<file path="src/rtl/ahb_arb_pkg.sv">
// Shared AHB arbiter definitions: transfer/burst codes, FSM states and burst-length decode.
// Used by ahb_bus_arbiter (optional ARB_ROUND_ROBIN_EN) and ahb_arb_pick.
package ahb_arb_pkg;

    localparam int IDX_W  = 2;
    localparam int BEAT_W = 5;

    localparam logic [1:0] HTRANS_IDLE   = 2'd0;
    localparam logic [1:0] HTRANS_BUSY   = 2'd1;
    localparam logic [1:0] HTRANS_NONSEQ = 2'd2;
    localparam logic [1:0] HTRANS_SEQ    = 2'd3;

    localparam logic [2:0] HBURST_SINGLE = 3'd0;
    localparam logic [2:0] HBURST_INCR   = 3'd1;
    localparam logic [2:0] HBURST_WRAP4  = 3'd2;
    localparam logic [2:0] HBURST_INCR4  = 3'd3;
    localparam logic [2:0] HBURST_WRAP8  = 3'd4;
    localparam logic [2:0] HBURST_INCR8  = 3'd5;
    localparam logic [2:0] HBURST_WRAP16 = 3'd6;
    localparam logic [2:0] HBURST_INCR16 = 3'd7;

    typedef enum logic [1:0] {
        ST_PARK = 2'd0,
        ST_OWN  = 2'd1,
        ST_LOCK = 2'd2
    } arb_state_e;

    // Remaining beats after the NONSEQ one; undefined-length INCR counts as a single beat.
    function automatic logic [BEAT_W-1:0] burst_beats(input logic [2:0] hburst);
        logic [BEAT_W-1:0] beats;
        case (hburst)
            HBURST_WRAP4,  HBURST_INCR4:  beats = BEAT_W'(3);
            HBURST_WRAP8,  HBURST_INCR8:  beats = BEAT_W'(7);
            HBURST_WRAP16, HBURST_INCR16: beats = BEAT_W'(15);
            default:                      beats = '0;
        endcase
        return beats;
    endfunction

endpackage

</file>
<file path="src/rtl/ahb_arb_pick.sv">
// Combinational winner search: first requester found walking upward from start_i, wrapping
// modulo NUM_MST. A start of zero gives plain lowest-index priority.
module ahb_arb_pick
    import ahb_arb_pkg::*;
#(
    parameter int NUM_MST = 4
) (
    input  logic [NUM_MST-1:0] req_i,
    input  logic [IDX_W-1:0]   start_i,
    output logic [IDX_W-1:0]   winner_o,
    output logic               valid_o
);

    logic [IDX_W-1:0]   cand_idx [NUM_MST];
    logic [NUM_MST-1:0] cand_req;

    for (genvar gi = 0; gi < NUM_MST; gi++) begin : g_cand
        logic [IDX_W:0] sum;
        assign sum           = {1'b0, start_i} + (IDX_W+1)'(gi);
        assign cand_idx[gi]  = (sum >= (IDX_W+1)'(NUM_MST)) ? IDX_W'(sum - (IDX_W+1)'(NUM_MST))
                                                             : sum[IDX_W-1:0];
        assign cand_req[gi]  = req_i[cand_idx[gi]];
    end

    // Walk from the far end so the nearest candidate to start_i is written last.
    always_comb begin
        winner_o = '0;
        valid_o  = 1'b0;
        for (int i = NUM_MST - 1; i >= 0; i--) begin
            if (cand_req[i]) begin
                winner_o = cand_idx[i];
                valid_o  = 1'b1;
            end
        end
    end

endmodule

</file>
<file path="src/rtl/ahb_bus_arbiter.sv">
// AHB bus arbiter for up to four masters: burst-aware rearbitration, locked sequences, parking.
// Define ARB_ROUND_ROBIN_EN for round-robin selection; fixed lowest-index priority otherwise.
module ahb_bus_arbiter
    import ahb_arb_pkg::*;
#(
    parameter int NUM_MST = 4,
    parameter int DEF_MST = 0
) (
    input  logic               HCLK,
    input  logic               HRESET,
    input  logic [NUM_MST-1:0] HBUSREQ,
    input  logic [NUM_MST-1:0] HLOCK,
    input  logic [1:0]         HTRANS,
    input  logic [2:0]         HBURST,
    input  logic               HREADY,
    output logic [NUM_MST-1:0] HGRANT,
    output logic [3:0]         HMASTER,
    output logic               HMASTLOCK,
    output logic [1:0]         hmsel
);

    localparam logic [IDX_W-1:0] DEF_IDX = IDX_W'(DEF_MST);

    arb_state_e          state_q, state_d;
    logic [NUM_MST-1:0]  grant_q, grant_d;
    logic [IDX_W-1:0]    gidx_q, gidx_d;
    logic [BEAT_W-1:0]   beat_q, beat_d;
    logic                lock_hold_q, lock_hold_d;
    logic [IDX_W-1:0]    hmaster_q, hmaster_d;
    logic                hmastlock_q, hmastlock_d;

    logic [IDX_W-1:0]    pick_start;
    logic [IDX_W-1:0]    pick_idx;
    logic                pick_valid;
    logic [NUM_MST-1:0]  win_onehot;
    logic [NUM_MST-1:0]  def_onehot;
    logic                take_grant;
    logic                owner_lock;
    logic                rearb_pt;

    for (genvar gi = 0; gi < NUM_MST; gi++) begin : g_dec
        assign win_onehot[gi] = (pick_idx == IDX_W'(gi));
        assign def_onehot[gi] = (gi == DEF_MST);
    end

`ifdef ARB_ROUND_ROBIN_EN
    logic [IDX_W-1:0] last_q, last_d;

    assign pick_start = (last_q == IDX_W'(NUM_MST - 1)) ? '0 : last_q + 1'b1;
    assign last_d     = take_grant ? pick_idx : last_q;

    always_ff @(posedge HCLK) begin
        if (HRESET) begin
            last_q <= DEF_IDX;
        end else begin
            last_q <= last_d;
        end
    end
`else
    assign pick_start = '0;
`endif

    ahb_arb_pick #(
        .NUM_MST (NUM_MST)
    ) u_pick (
        .req_i    (HBUSREQ),
        .start_i  (pick_start),
        .winner_o (pick_idx),
        .valid_o  (pick_valid)
    );

    assign owner_lock = HLOCK[gidx_q];

    // The grant may move while the last beat of a burst is in its address phase.
    assign rearb_pt = (beat_q == '0) ||
                      ((beat_q == BEAT_W'(1)) && (HTRANS == HTRANS_SEQ) && HREADY);

    always_comb begin
        beat_d = beat_q;
        if (HREADY) begin
            case (HTRANS)
                HTRANS_NONSEQ: beat_d = burst_beats(HBURST);
                HTRANS_SEQ:    beat_d = (beat_q != '0) ? beat_q - 1'b1 : beat_q;
                HTRANS_BUSY:   beat_d = beat_q;
                default:       beat_d = '0;
            endcase
        end
    end

    always_comb begin
        state_d     = state_q;
        grant_d     = grant_q;
        gidx_d      = gidx_q;
        lock_hold_d = lock_hold_q;
        take_grant  = 1'b0;

        case (state_q)
            ST_PARK: begin
                if (pick_valid) begin
                    take_grant = 1'b1;
                    state_d    = ST_OWN;
                end
            end
            ST_OWN: begin
                if (rearb_pt && !lock_hold_q) begin
                    if (owner_lock) begin
                        state_d = ST_LOCK;
                    end else if (pick_valid) begin
                        take_grant = 1'b1;
                    end else begin
                        state_d = ST_PARK;
                        grant_d = def_onehot;
                        gidx_d  = DEF_IDX;
                    end
                end
            end
            ST_LOCK: begin
                // One more completed transfer after HLOCK drops before the bus can move.
                if (lock_hold_q) begin
                    if (HREADY) begin
                        lock_hold_d = 1'b0;
                        state_d     = ST_OWN;
                    end
                end else if (!owner_lock) begin
                    lock_hold_d = 1'b1;
                end
            end
            default: begin
                state_d     = ST_PARK;
                grant_d     = def_onehot;
                gidx_d      = DEF_IDX;
                lock_hold_d = 1'b0;
            end
        endcase

        if (take_grant) begin
            grant_d = win_onehot;
            gidx_d  = pick_idx;
        end
    end

    always_comb begin
        hmaster_d   = hmaster_q;
        hmastlock_d = hmastlock_q;
        if (HREADY) begin
            hmaster_d   = gidx_q;
            hmastlock_d = owner_lock;
        end
    end

    always_ff @(posedge HCLK) begin
        if (HRESET) begin
            state_q     <= ST_PARK;
            grant_q     <= def_onehot;
            gidx_q      <= DEF_IDX;
            beat_q      <= '0;
            lock_hold_q <= 1'b0;
            hmaster_q   <= DEF_IDX;
            hmastlock_q <= 1'b0;
        end else begin
            state_q     <= state_d;
            grant_q     <= grant_d;
            gidx_q      <= gidx_d;
            beat_q      <= beat_d;
            lock_hold_q <= lock_hold_d;
            hmaster_q   <= hmaster_d;
            hmastlock_q <= hmastlock_d;
        end
    end

    assign HGRANT    = grant_q;
    assign HMASTER   = {{(4 - IDX_W){1'b0}}, hmaster_q};
    assign hmsel     = hmaster_q;
    assign HMASTLOCK = hmastlock_q;

endmodule

</file>
<file path="config.mk">
export PLATFORM = sky130hd
export DESIGN_NAME = ahb_bus_arbiter
export DESIGN_NICKNAME = d
export VERILOG_FILES = /design/src/rtl/ahb_arb_pkg.sv /design/src/rtl/ahb_arb_pick.sv /design/src/rtl/ahb_bus_arbiter.sv
export SDC_FILE = /design/constraint.sdc
export NUM_CORES = 1
export LEC_CHECK = 0
export CAP_MARGIN = 20
export CORE_UTILIZATION = 49
export CTS_BUF_LIST = sky130_fd_sc_hd__clkbuf_2 sky130_fd_sc_hd__clkbuf_4 sky130_fd_sc_hd__clkbuf_8
export CTS_CLUSTER_SIZE = 8
export DETAILED_ROUTE_END_ITERATION = 10
export MAX_ROUTING_LAYER = met4
export PLACE_DENSITY = 0.81
export SYNTH_ARGS = -nofsm -noshare
export SYNTH_HDL_FRONTEND = slang
export SYNTH_SLANG_ARGS = --single-unit
</file>
<file path="constraint.sdc">
create_clock -name HCLK -period 2.8 [get_ports HCLK]
set_input_delay 0.7 -clock HCLK [delete_from_list [all_inputs] [get_ports HCLK]]
set_output_delay 0.7 -clock HCLK [all_outputs]
set_load 0.01 [all_outputs]
</file>
* Word-level counts from Yosys, hierarchy flattened
Cells that the tools add are included.
** Cells by class
- Bitwise operators :: 1
- $add $sub $neg :: 1
- Eq/ne operators :: 25
- Reductions and logical operators :: 17
- Mux-type cells :: 37
- Order comparisons :: 1
** Operators with widths (count)
- $mux W2 :: 13
- $mux W4 :: 4
- $pmux W5 S3 :: 1
- $eq A3 B3 Y1 const B :: 4
- $ne A3 B3 Y1 const B :: 4
- $pmux W4 S3 :: 1
- $mux W1 :: 11
- $eq A2 B2 Y1 const B :: 5
- $reduce_or A2 Y1 :: 5
- $ne A2 B2 Y1 const B :: 4
- $pmux W4 S2 :: 1
- $eq A2 B1 Y1 const B :: 3
- $eq A3 B2 Y1 const B :: 2
- $pmux W2 S3 :: 1
- $eq A5 B1 Y1 const B :: 1
- $logic_not A5 Y1 :: 1
- $mux W5 :: 1
- $reduce_and A5 Y1 :: 1
- $reduce_bool A5 Y1 :: 1
- $sub A5 B1 Y5 const B :: 1
- $logic_not A2 Y1 :: 2
- $ne A2 B1 Y1 const B :: 2
- $pmux W1 S2 :: 2
- $pmux W2 S2 :: 1
- 8 further kinds :: 10
** Storage, ports and cells
- Input bits :: 16
- Flip-flop bits (word level) :: 17

* Longest topological paths before layout
Gate-level depths: netlist of run 1.
- Depth after elaboration :: 10
- Depth in mapped cells :: 6
- Mapped depth without buffers :: 6

* Cells and area by module
A second synthesis of run 1 with hierarchy kept.
** Second synthesis, totals
- Cells, all modules :: 118
- Area total of the unflattened synthesis :: 1033.5 um^2
** By module, submodules not included
- ahb_bus_arbiter :: area each 955.9 um^2, cells each 105, instances 1
- ahb_arb_pick :: area each 77.6 um^2, cells each 13, instances 1

* Worst setup path after synthesis of run 1
Ideal clock, no wire load.
- Path kind :: in2reg
- Start :: input HLOCK[3]
- End :: register gidx_q[0]
- Setup slack :: 0.607 ns
- Path buffers :: 0
- Arrival time :: 2.123 ns
- Stages on the path :: 4
- Cell sequence :: mux4_2 -> o31ai_4 -> or4b_1 -> a21oi_1
** Between the ends
- Cells in the longest elaborated chain, start to end :: 7
- Elaborated cells on any way between the ends :: 11
** RTL lines
- from (decl) :: RTL line ahb_bus_arbiter.sv:12 : input logic [NUM_MST-1:0] HLOCK,
- $bmux W1 S2 (*) :: RTL line ahb_bus_arbiter.sv:72 : assign owner_lock = HLOCK[gidx_q];
- $mux W1 (not written as such) (*) :: RTL line ahb_bus_arbiter.sv:72
- $mux W1 :: RTL line ahb_bus_arbiter.sv:106 : if (owner_lock) begin
- $mux W1 :: RTL line ahb_bus_arbiter.sv:105 : if (rearb_pt && !lock_hold_q) begin
- $pmux W1 S2 :: RTL line ahb_bus_arbiter.sv:97 : case (state_q)
- $ne A3 B3 Y1 (no source line) or $ne A2 B1 Y1 (tied branches)
- $reduce_and A4 Y1 (no source line)
- to (signal assigned) :: RTL line ahb_bus_arbiter.sv:163 : gidx_q <= gidx_d;
- to (decl) :: RTL line ahb_bus_arbiter.sv:26 : logic [IDX_W-1:0] gidx_q, gidx_d;
Every way passes the cells marked *; elsewhere a longest branch is shown, timed or not. The select of a mux whose other input is x is not followed.
A chain may end at the register's enable or synchronous reset.

* Worst setup path after layout of run 1
- Start :: input HLOCK[2]
- End :: register gidx_q[0]
Same word-level chain as after synthesis.

==> results.md, run 1 <==
- Number of vias after detailed routing: 927
- Height of the die: 47.1 µm
- Core region area: 1820 µm²
- End of the worst register-to-register path: gidx_q[0]
- Clock latency reported for the late side of the worst-skew pair: a little under 0.3 ns
- Total I/O pin count: 27
- Period utilization: 84.9%
- Critical path startpoint category: input pin
- Count of antenna-violating nets left after detailed routing: 0
- Crit path capture type: flop
- Slowest cell on crit path: sky130_fd_sc_hd__mux4_2
- Beginning of the critical path: HLOCK[2]
- Fill count: 165
- Syn Std Cell Area: between 900 and 1000 µm²
- Maximum root-to-sink buffer count: 2
- P per Cell Area: roughly 460 nW/µm²
- Routed wire per std cell: 13.2 µm
- First-pass DRT Iterations: 4
- Antenna violations before repair: 0
- Synthesis warning total: 0
- Reg clk slew, reported paths: 0.09 ns
- Clock net sink count: 17
- Largest net degree at the start of global routing: 18
- Area growth, synth to finish: 26.8%
- Critical Path Sink: gidx_q[0]
- Data arrival at the endpoint of the critical path: 2.60 ns
- Inserted Diodes: 0
- Area of placed instances: 1230 µm²
- Worst slew pin tran: around 0.62 ns
- Max Clock Skew: approximately 0.0034 ns
- Setup tns final: 0 ns
- Master cell of the clock root buffer: sky130_fd_sc_hd__clkbuf_4
- Total detailed-routing wirelength: 2130 µm
- Hold Vio Cnt, Final: 0
- Total gr overflow: 0
- Achievable frequency: between 400 and 500 MHz
- Clock tree from TritonCTS: done
- Post-Layout Inst Area: 1260 µm²
- Critical Setup Path Class: input pin to flop
- Worst IR drop on VDD: ~0.39 mV
- Count of unique library cells instantiated by Yosys: 42
- First-pass GRT wire length: 3310 µm
- Width of the die: 47.1 µm
- Flop and latch count out of synthesis: 17
- DRC violations left: 0
- Violation count after the first detailed-route iteration: 10
- LEAKAGE: around 0.47 nW
- Run status: complete, no violations
- Final layout net count: 156
- Worst stage delay on the critical path: approximately 0.5 ns
- Slack of the worst reg-to-reg path: between 0.7 and 0.8 ns
- Count of cells along the worst register-to-register path: 4
- Chain of cells forming the critical path: clkdlybuf4s50_1, mux4_2, o31ai_4, or4b_1, a21oi_1
- Ratio of cells with drive above 1 in the final layout: between 10% and 20%
- HP Class: flop to flop
- Count of final setup violators: 0
- Reg-to-Reg Start: gidx_q[0]
- Share of synthesized area occupied by flip-flops and latches: 34.2%
- Vias per cell: 5.76
- Htree depth: 1
- Hold-fix buffers, CTS: 0
- TritonCTS Buffers: 3
- Post-CTS Repair Setup Buffers: 0
- Global-route total usage across every layer: 22.9%
- Syn avg cell area: between 8 and 9 µm²
- Die Outline Area: 2210 µm²
- Final Wtd Congestion: 0.850
- Initial cell density of the core: a little over half
- Count of input and output buffers: 23
- Min Tclk post-route: 2.38 ns
- Max Cap Viol: 0
- Number of pins with negative max-slew slack in the final report: 0
- Max-slew headroom at the worst pin: 58.7%
- Total of cells resized after clock tree synthesis: 0
- CP max FO: 6
- Setup repair after global routing missed its margin: false
- Final core occ: approximately 70%
- Gate count after technology mapping: 114
- Via count of the first global-routing pass: 767
- Endpoint required time on the critical path: 3.02 ns
- Post-detail-place hpwl: 1630 µm
- Number of rows in the core area: 15
power by group:
| part | switching [mW] | internal, mW | leakage (nW) |
|---|---|---|---|
| clock network | 0.0748 | 0.0532 | 0.0177 |
| logic | 0.0852 | 0.0899 | 0.308 |
| registers | 0.0198 | 0.260 | 0.139 |
layout make-up:
class	count	area, µm²	share of cell area [%]
clock buffers	3	22.5	1.79
clock inverters	1	5.00	0.397
inverters	9	33.8	2.68
multi-input cells	80	576	45.6
flip-flops and latches	17	340	27.0
well taps	25	31.3	2.48
repair buffers	26	253	20.0
worst min-delay path by stage:
stage                 from          end  slack (ns)  cells after the start
6_report         HGRANT[2]    HGRANT[2]        0.49                      2
5_1_grt          HGRANT[3]    HGRANT[3]        0.50                      2
4_1_cts          HGRANT[3]    HGRANT[3]        0.49                      2
3_5_place_dp     HGRANT[3]    HGRANT[3]        0.47                      2
3_3_place_gp     HGRANT[2]    HGRANT[2]        0.46                      2
2_1_floorplan  lock_hold_q  lock_hold_q        0.45                      2
layer usage:
layer | track usage [%] | vias up | wire [µm]
met1 | 29.6 | 433 | 1020
met3 | 8.08 | 5 | 112
li1 | - | 467 | -
met4 | 10.3 | 0 | 36
met5 | - | - | 0
met2 | 31.7 | 22 | 954
cell usage after synthesis, drive strengths merged:
cell | instances | area share, %
o32ai | 1 | 0.88
or4b | 2 | 2.0
a21oi | 12 | 6.0
xnor2 | 1 | 0.88
a311oi | 3 | 2.6
clkbuf | 4 | 1.5
o31ai | 1 | 2.1
ha | 3 | 3.8
o32a | 1 | 1.0
a41oi | 1 | 2.8
nor2b | 1 | 0.63
o31a | 1 | 1.0
o22a | 3 | 2.8
o311ai | 1 | 0.88
mux4 | 1 | 2.3
buf | 5 | 3.4
o21ai | 7 | 3.5
inv | 9 | 3.4
and4 | 1 | 0.88
nor4 | 2 | 1.3
o21ba | 1 | 1.0
o21bai | 1 | 0.75
nand2 | 4 | 1.5
nor3 | 2 | 1.0
a31o | 1 | 0.88
dfxtp | 17 | 34
a221oi | 1 | 0.88
nand3 | 6 | 3.0
conb | 1 | 0.38
nand2b | 1 | 0.63
nor4b | 2 | 1.8
a31oi | 2 | 1.3
a2111oi | 1 | 0.88
a21o | 1 | 0.75
or2 | 1 | 0.63
nor2 | 8 | 3.0
or4 | 1 | 0.75
mux2i | 3 | 3.0
stage by stage:
step / worst slack [ns] / total power [mW] / hold slack [ns] / cells
floorplan: 0.607 / 0.396 / 0.448 / 115
detailed placement: 0.113 / 0.459 / 0.475 / 157
finish: 0.422 / 0.583 / 0.487 / 161
CTS: 0.432 / 0.590 / 0.488 / 161
global placement: 0.152 / 0.453 / 0.464 / 157
global route: 0.347 / 0.618 / 0.504 / 161
layout by cell type, fill, tap and decap left out, types with 2 or more instances in the layout:
cell type,count
sky130_fd_sc_hd__nor4b_1,2
sky130_fd_sc_hd__nor4_1,2
sky130_fd_sc_hd__clkbuf_4,3
sky130_fd_sc_hd__a21oi_1,12
sky130_fd_sc_hd__nand3_1,6
sky130_fd_sc_hd__buf_4,3
sky130_fd_sc_hd__a311oi_1,3
sky130_fd_sc_hd__a31oi_1,2
sky130_fd_sc_hd__clkdlybuf4s50_1,23
sky130_fd_sc_hd__ha_1,3
sky130_fd_sc_hd__o22a_1,2
sky130_fd_sc_hd__nor2_1,8
sky130_fd_sc_hd__inv_1,9
sky130_fd_sc_hd__o21ai_0,6
sky130_fd_sc_hd__conb_1,2
sky130_fd_sc_hd__nor3_1,2
sky130_fd_sc_hd__nand2_1,4
sky130_fd_sc_hd__dfxtp_1,17
sky130_fd_sc_hd__mux2i_1,3
kinds of logic (layout without fill, tap and decap cells):
logic type | count (synthesis) | count (layout) | share of synthesized area (%)
AO/OA/AOI/OAI | 39 | 39 | 30.1
other | 1 | 2 | 0.377
multiplexers | 4 | 4 | 5.28
AND/OR/NAND/NOR | 31 | 31 | 17.1
buffers and inverters | 18 | 39 | 8.30
XOR/XNOR | 1 | 1 | 0.881
flip-flops | 17 | 17 | 34.2
adder cells (fa/ha/maj) | 3 | 3 | 3.77
state kept, by name (all words and copies together), names as in the netlist:
register,flops
lock_hold_q,1
gidx_q,2
hmsel,2
HGRANT,4
beat_q,5
state_q,2
HMASTLOCK,1
worst max-delay path, delay by kind of cell:
family / cells / cell delay (ns)
compound gates: 2 / 0.50
buf+inv: 1 / 0.40
mux: 1 / 0.51
simple gates: 1 / 0.48
No activity file was read; power rests on OpenSTA's default activity.
==> run 2, diff against run 1 <==
--- a/config.mk
+++ b/config.mk
@@ -6,12 +6,12 @@
 export NUM_CORES = 1
 export LEC_CHECK = 0
 export CAP_MARGIN = 20
-export CORE_UTILIZATION = 49
+export CORE_UTILIZATION = 44
 export CTS_BUF_LIST = sky130_fd_sc_hd__clkbuf_2 sky130_fd_sc_hd__clkbuf_4 sky130_fd_sc_hd__clkbuf_8
 export CTS_CLUSTER_SIZE = 8
 export DETAILED_ROUTE_END_ITERATION = 10
 export MAX_ROUTING_LAYER = met4
-export PLACE_DENSITY = 0.81
+export PLACE_DENSITY = 0.77
 export SYNTH_ARGS = -nofsm -noshare
 export SYNTH_HDL_FRONTEND = slang
 export SYNTH_SLANG_ARGS = --single-unit
==> constraint.sdc (replaced) <==
create_clock -name HCLK -period 1.95 [get_ports HCLK]
set_input_delay 0.4875 -clock HCLK [delete_from_list [all_inputs] [get_ports HCLK]]
set_output_delay 0.4875 -clock HCLK [all_outputs]
set_load 0.01 [all_outputs]
==> results.md, run 2 (synthesized netlist as in run 1, its figures left out) <==
- Run status: complete, no violations
- Final Non-Filler Cells: 180
- Most common cell after layout, fill and taps aside: sky130_fd_sc_hd__buf_4
- Post-detail-place hpwl: 1740 µm
- Maximum root-to-sink buffer count: 2
- Reg-to-Reg Start: gidx_q[0]
- Setup repair after global routing missed its margin: false
- Ratio of cells with drive above 1 in the final layout: 22.9%
- Number of flip-flops in the largest register: 5
- HP Class: flop to flop
- Master cell of the clock root buffer: sky130_fd_sc_hd__clkbuf_4
- Post-placement setup slack: -0.419 ns
- Violation count after the first detailed-route iteration: 23
- Die Outline Area: 2450 µm²
- Reg clk slew, reported paths: 0.10 ns
- Post-Layout Inst Area: 1390 µm²
- Setup tns final: 0 ns
- Source of the worst hold timing path: HGRANT[1]
- Final Wtd Congestion: 0.847
- Vias per cell: 5.45
- TritonCTS Buffers: 3
- Endpoint required time on the critical path: 2.17 ns
- Largest reg by FF count: beat_q
- Via count of the first global-routing pass: roughly 960
- Crit path capture type: flop
- Fin worst setup slack: 0.0684 ns
- Clock net sink count: 17
- Final core occ: 68.1%
- Clock tree from TritonCTS: done
- Core region area: 2040 µm²
- Depth of the worst hold-timing path: 2
- Htree depth: 1
- Final layout net count: between 150 and 200
- Initial cell density of the core: about half
- P per Cell Area: 634 nW/µm²
- Number of vias after detailed routing: 981
- Period utilization: ~96%
- Height of the die: 49.5 µm
- LEAKAGE: about 0.56 nW
- CP max FO: 4
- Slack of the worst reg-to-reg path: 0.09 ns
- Min Tclk post-route: 1.88 ns
- Max Cap Viol: 0
- Width of the die: 49.5 µm
- Count of antenna-violating nets left after detailed routing: 0
- Total power: 0.882 mW
- Cell count after placement: 175
- Worst IR drop on VDD: around 0.51 mV
- Total detailed-routing wirelength: around 2200 µm
- Clock latency reported for the late side of the worst-skew pair: 0.29 ns
- Number of pins with negative max-slew slack in the final report: 0
- Achievable frequency: roughly 530 MHz
- Count of input and output buffers: 23
- Critical path startpoint category: input pin
- Total I/O pin count: 27
- Worst hold slack: 0.486 ns
- Total gr overflow: 0
- Area of placed instances: 1360 µm²
- Max Clock Skew: between 0.001 and 0.0015 ns
- End of the worst register-to-register path: gidx_q[0]
- Count of cells along the worst register-to-register path: 4
- First-pass DRT Iterations: 4
- First-pass GRT wire length: 4020 µm
- Area growth, synth to finish: 39.9%
- Hold Vio Cnt, Final: 0
- Data arrival at the endpoint of the critical path: around 2.1 ns
- Antenna violations before repair: 0
- Leading cell types in the layout, fill and taps excluded: sky130_fd_sc_hd__buf_4 (20), sky130_fd_sc_hd__clkdlybuf4s50_1 (19), sky130_fd_sc_hd__dfxtp_1 (16)
- End of the worst hold path: HGRANT[1]
- Number of rows in the core area: 16
- DRC violations left: 0
- Routed wire per std cell: 12.3 µm
- Critical Setup Path Class: input pin to flop
- Largest net degree at the start of global routing: 17
- Global-route total usage across every layer: 21.7%
- Count of final setup violators: 0
- Inserted Diodes: 0
## run 2: cell types whose count changed in the layout (fill, tap and decap cells not counted)
cell	change
sky130_fd_sc_hd__buf_4	+17
sky130_fd_sc_hd__clkdlybuf4s50_1	-4
sky130_fd_sc_hd__dlygate4sd2_1	+4
sky130_fd_sc_hd__dfxtp_1	-1
sky130_fd_sc_hd__dfxtp_2	+1
sky130_fd_sc_hd__o21ai_0	-1
sky130_fd_sc_hd__o21ai_2	+1
## run 2: cell type report
type	instances	area (µm²)
well taps	27	33.8
multi-input cells	80	579
clock inverters	1	5.00
inverters	9	33.8
flip-flops and latches	17	342
repair buffers	43	375
fillers	184	651
clock buffers	3	22.5
## run 2: worst max path at each step
| stage | endpoint | start | slack [ns] |
|---|---|---|---|
| floorplan | gidx_q[0] | HLOCK[3] | 0.04 |
| global placement | gidx_q[0] | HLOCK[3] | -0.41 |
| detailed placement | gidx_q[0] | HLOCK[0] | -0.42 |
| CTS | gidx_q[0] | gidx_q[0] | 0.03 |
| global route | HGRANT[2] | gidx_q[0] | 0.01 |
| finish | gidx_q[0] | HLOCK[3] | 0.07 |
## run 2: repair_timing
| item | in CTS | in global routing |
|---|---|---|
| buffers inserted | 1 | 0 |
| hold endpoints to repair | 0 | 0 |
| hold buffers | 0 | 0 |
| endpoints found under the setup margin | 7 | 8 |
| gates resized for setup | 4 | 3 |
| pin swaps | 2 | 0 |
## run 2: worst max-delay path, stage by stage
cell and delay [ns]:
sky130_fd_sc_hd__dlygate4sd2_1 0.22, sky130_fd_sc_hd__mux4_2 0.53, sky130_fd_sc_hd__o31ai_4 0.27, sky130_fd_sc_hd__or4b_1 0.45
sky130_fd_sc_hd__a21oi_1 0.14
## run 2: per-layer routing
layer,up-vias,wire [µm],share of wire (%),GRT usage (%)
met5,-,0,0,-
met2,20,1010,45,32.0
met1,455,1120,50,29.0
met3,2,84,3.8,5.86
li1,504,-,-,-
met4,0,12,0.54,5.71
## run 2: power by group
group	switching [mW]	total [mW]	internal, mW
Sequential	0.0240	0.397	0.373
Clock	0.110	0.186	0.0762
Combinational	0.137	0.299	0.162
